<file path="src/rtl/tdm_demux.sv">
// Sorts a TDM sample stream (channel 0 flagged by in_sof) into a frame-atomic parallel snapshot.
// Latency: out_data/frame_done update 1 cycle after the last sample; no backpressure, every valid sample is consumed.
module tdm_demux #(
  parameter int CH_NUM = 4,
  parameter int DATA_W = 8,
  localparam int CNT_W = (CH_NUM > 1) ? $clog2(CH_NUM) : 1
) (
  input  logic                     sys_clk,
  input  logic                     sys_rst_n,
  input  logic                     in_valid,
  input  logic                     in_sof,
  input  logic [DATA_W-1:0]        in_data,
  output logic [CH_NUM*DATA_W-1:0] out_data,
  output logic                     frame_done,
  output logic                     frame_err,
  output logic [CNT_W-1:0]         ch_idx
);

  localparam logic [CNT_W-1:0] LAST_CH = CNT_W'(CH_NUM - 1);

  typedef enum logic [0:0] {
    IDLE = 1'b0,
    RECV = 1'b1
  } state_t;

  state_t                    state;
  logic [CH_NUM*DATA_W-1:0] shadow;
  logic [CH_NUM*DATA_W-1:0] merged;

  // Snapshot with the sample being accepted this cycle already in place, so
  // completion publishes the full frame on the same edge that takes the last sample.
  always_comb begin
    merged = shadow;
    merged[ch_idx*DATA_W +: DATA_W] = in_data;
  end

  always_ff @(posedge sys_clk or negedge sys_rst_n) begin
    if (!sys_rst_n) begin
      state      <= IDLE;
      ch_idx     <= '0;
      shadow     <= '0;
      out_data   <= '0;
      frame_done <= 1'b0;
      frame_err  <= 1'b0;
    end else begin
      frame_done <= 1'b0;
      frame_err  <= 1'b0;
      if (in_valid) begin
        unique case (state)
          IDLE: begin
            if (in_sof) begin
              shadow[DATA_W-1:0] <= in_data;
              if (CH_NUM == 1) begin
                out_data   <= merged;
                frame_done <= 1'b1;
              end else begin
                ch_idx <= CNT_W'(1);
                state  <= RECV;
              end
            end else begin
              frame_err <= 1'b1;
            end
          end
          RECV: begin
            if (in_sof) begin
              // Short frame: drop the partial one and restart on this sample.
              frame_err          <= 1'b1;
              shadow[DATA_W-1:0] <= in_data;
              ch_idx             <= CNT_W'(1);
            end else begin
              shadow[ch_idx*DATA_W +: DATA_W] <= in_data;
              if (ch_idx == LAST_CH) begin
                out_data   <= merged;
                frame_done <= 1'b1;
                ch_idx     <= '0;
                state      <= IDLE;
              end else begin
                ch_idx <= ch_idx + CNT_W'(1);
              end
            end
          end
          default: state <= IDLE;
        endcase
      end
    end
  end

endmodule

</file>
<file path="config.mk">
export PLATFORM = sky130hd
export DESIGN_NAME = tdm_demux
export DESIGN_NICKNAME = d
export VERILOG_FILES = /design/src/rtl/tdm_demux.sv
export SDC_FILE = /design/constraint.sdc
export NUM_CORES = 1
export LEC_CHECK = 0
export CAP_MARGIN = 30
export CORE_ASPECT_RATIO = 0.75
export CORE_MARGIN = 2
export CORE_UTILIZATION = 55
export CTS_CLUSTER_SIZE = 16
export DETAILED_ROUTE_END_ITERATION = 7
export DONT_BUFFER_PORTS = 1
export PLACE_DENSITY = 0.76
export REMOVE_ABC_BUFFERS = 1
export SLEW_MARGIN = 20
export SYNTH_ARGS = -nofsm -noshare
export SYNTH_HDL_FRONTEND = slang
export SYNTH_SLANG_ARGS = --single-unit
</file>
<file path="constraint.sdc">
create_clock -name sys_clk -period 1.8 [get_ports sys_clk]
set_input_delay 0.27 -clock sys_clk [delete_from_list [all_inputs] [get_ports sys_clk]]
set_output_delay 0.27 -clock sys_clk [all_outputs]
set_load 0.01 [all_outputs]
</file>
==> metrics.cfg <==
[status]
run_status = finished clean

[routing]
viasPerCell = 6.292
first_pass_iters = 4
wire_per_inst_um = 20.44
vias = 1787
drc_errors = 0
routed_wl_um = 5806
final_antenna_net_count = 0
drt-initial-drc-count = 138

[synthesis]
syn_area_um2 = 2587
yosys_register_bits = 61
ys_types = 26
syn_avg_cell_area_um2 = 11.71
yosys_warnings = 0
seq_area_frac_synth_pct = 58.99
synthCells = 221

[finish]
stdcell_count = 284
num_antenna_cells = 0
drive_gt1_share_pct = 14.10
nets = 241
area_growth_pct = 11.32
stdcell_area_um2 = 2880

[clock_tree]
h-tree-depth = 3
clk_pin_slew_worst_paths_ps = 60
cts.sinks = 61
clkLatencyLatePin_ps = 340
root_buffer = clkbuf_8
cts_tree = yes
cts_setup_buffers = 0
clock_path_buffers = 2
numCtsBuffers = 9

[flow_run]
maxCapViolCount = 0

[min_path]
hp-class = in2reg

[place]
dp_cells = 268
placed_area_um2 = 2640
dp_slack_ps = 68.92
detailed_place_hpwl_um = 3648
routabilityCongestion = 0.8715
port_buffers = 0

[power]
p_total_mw = 4.774
p_leak_nw = 1.363
cellPowerDensity_nw_per_um2 = 1657
ir_drop_mv = 0.7832

[die]
dieHeight_um = 63.40
dieArea_um2 = 5275
initial_core_util_pct = 57.59
placementRows = 21
core_um2 = 4493
ios = 48
die_w_um = 83.20

[sta]
finalCritPeriodShare_pct = 92.96
rsz0062_at_grt = false
hold_viol_final = 0
finClkSkew_ps = 7.053
relSlewSlack_pct = 58.41
setup_viol = 0
fin_crit_ps = 1673
setup_slack_ps = 126.7
timing.fmax_mhz = 597.6
final-max-slew-violation-count = 0
worstMarginPinSlew_ps = 622.5

[global_routing]
antenna_found_initial = 0
grt_use_total_pct = 24.68
gr-total-overflow = 0
grt_max_degree = 62
grt_pass1_vias = 1848
grt_pass1_wl_um = 9763

[critical_path]
critical_path_arrival_ps = 1900
slowest_stage = dfrtp_1
cpLargestDelayFamily = simple AND/OR/NAND/NOR gates
worst_setup_path_end_kind = flip-flop
startpoint_type = flip-flop
critPathKind = reg2reg
cp_max_fo = 8
worst-path-buf-inv = 1
critical_path_required_ps = 2030
cp_slowest_stage_delay_ps = 380
worstPathCellList = inv_1 -> ha_4 -> and4bb_2 -> and2_2 -> a22o_1

==> kinds of logic (layout without fill, tap and decap cells) <==
family	count (synthesis)	count (layout)	synth area share, %
AND/OR/NAND/NOR	66	66	12.81
flip-flops	61	61	58.99
AO/OA/AOI/OAI	61	61	20.50
buffers and inverters	28	34	5.271
adder cells (fa/ha/maj)	5	5	2.418
==> synthesized netlist by cell type <==
library cell | instances | area, um2
nor3_1 | 1 | 5.000
dfrtp_1 | 61 | 1526
nor2b_1 | 1 | 6.260
and2_1 | 2 | 12.51
buf_1 | 8 | 30.03
clkbuf_1 | 4 | 15.01
and3b_1 | 1 | 8.760
nor2_1 | 50 | 187.7
buf_4 | 1 | 7.510
a21oi_1 | 1 | 5.000
buf_2 | 4 | 20.02
o21bai_1 | 1 | 7.510
a22o_1 | 34 | 297.8
buf_6 | 3 | 33.78
inv_1 | 8 | 30.03
nand2b_1 | 2 | 12.51
ha_1 | 5 | 62.56
o21ba_2 | 1 | 10.01
nor4_4 | 1 | 21.27
and4b_1 | 1 | 10.01
or2b_1 | 1 | 7.510
nand2_1 | 3 | 11.26
and4bb_1 | 1 | 12.51
a221oi_1 | 24 | 210.2
nand4b_4 | 1 | 23.77
nor3b_2 | 1 | 12.51
==> per-stage QoR <==
step	TNS [ps]	util, %	hold WS [ps]
2_1_floorplan	-1100	-	-25.59
3_3_place_gp	0	58.76	-24.33
3_5_place_dp	0	58.76	-24.35
4_1_cts	0	63.60	48.17
5_1_grt	0	64.10	37.19
6_report	0	64.10	56.91
==> registers in the layout, indices dropped and copies added, names as in the netlist <==
signal	flops
ch_idx	2
frame_done	1
frame_err	1
out_data	32
shadow	24
state	1
==> placed cells by master, fill, tap and decap left out, types with 2 or more instances in the layout <==
| cell | count |
|---|---|
| inv_1 | 8 |
| buf_4 | 9 |
| clkbuf_1 | 2 |
| clkbuf_8 | 10 |
| nand2_1 | 3 |
| nor2_1 | 50 |
| a22o_1 | 34 |
| a221oi_1 | 23 |
| ha_1 | 3 |
| dfrtp_1 | 61 |
| nand2b_1 | 2 |
==> repair_timing <==
action / CTS / global route
resized for setup: 0 / 5
hold buffers: 2 / 0
setup endpoints to repair: 0 / 21
hold endpoints to repair: 61 / 0
==> layout make-up <==
cell class,count,area (um2)
multi-input combinational,132,947.2
inverter,8,30.03
timing repair buffer,12,125.1
clock inverter,2,35.03
tap,57,71.32
clock buffer,12,145.1
sequential,61,1526
fill,358,1613
==> report_power, final <==
group          switching (mW)  total (mW)  internal [mW]
combinational           0.678        1.25          0.573
clock                   0.491        1.15          0.660
sequential              0.484        2.37           1.89
==> metal layers <==
| layer | GRT usage (%) | share of wire [%] |
|---|---|---|
| met4 | 8.607 | 0.95 |
| met5 | 0 | 0 |
| met1 | 32.75 | 43 |
| met3 | 14.29 | 12 |
| met2 | 33.77 | 44 |
==> worst register-to-register path: cells and delay by family (launching register included) <==
| family | cells | cell delay [ps] |
|---|---|---|
| buffers and inverters | 1 | 140 |
| AO/OA/AOI/OAI | 1 | 250 |
| adder cells (fa/ha/maj) | 1 | 240 |
| flip-flops | 1 | 380 |
| AND/OR/NAND/NOR | 2 | 530 |
==> worst paths after layout <==
| kind | depth (start not counted) | to | slack, ps | startpoint |
|---|---|---|---|---|
| max | 5 | shadow[18] | 130 | ch_idx[0] |
| min | 1 | out_data[27] | 60 | in_data[3] |
| max reg2reg | 5 | shadow[18] | 130 | ch_idx[0] |
| min reg2reg | 1 | shadow[13] | 500 | shadow[13] |
| max in group asynchronous | 2 | out_data[10] | 1100 | sys_rst_n |
| min in group asynchronous | 2 | shadow[0] | 460 | sys_rst_n |
Note: power is estimated with default switching activity, not from simulation.
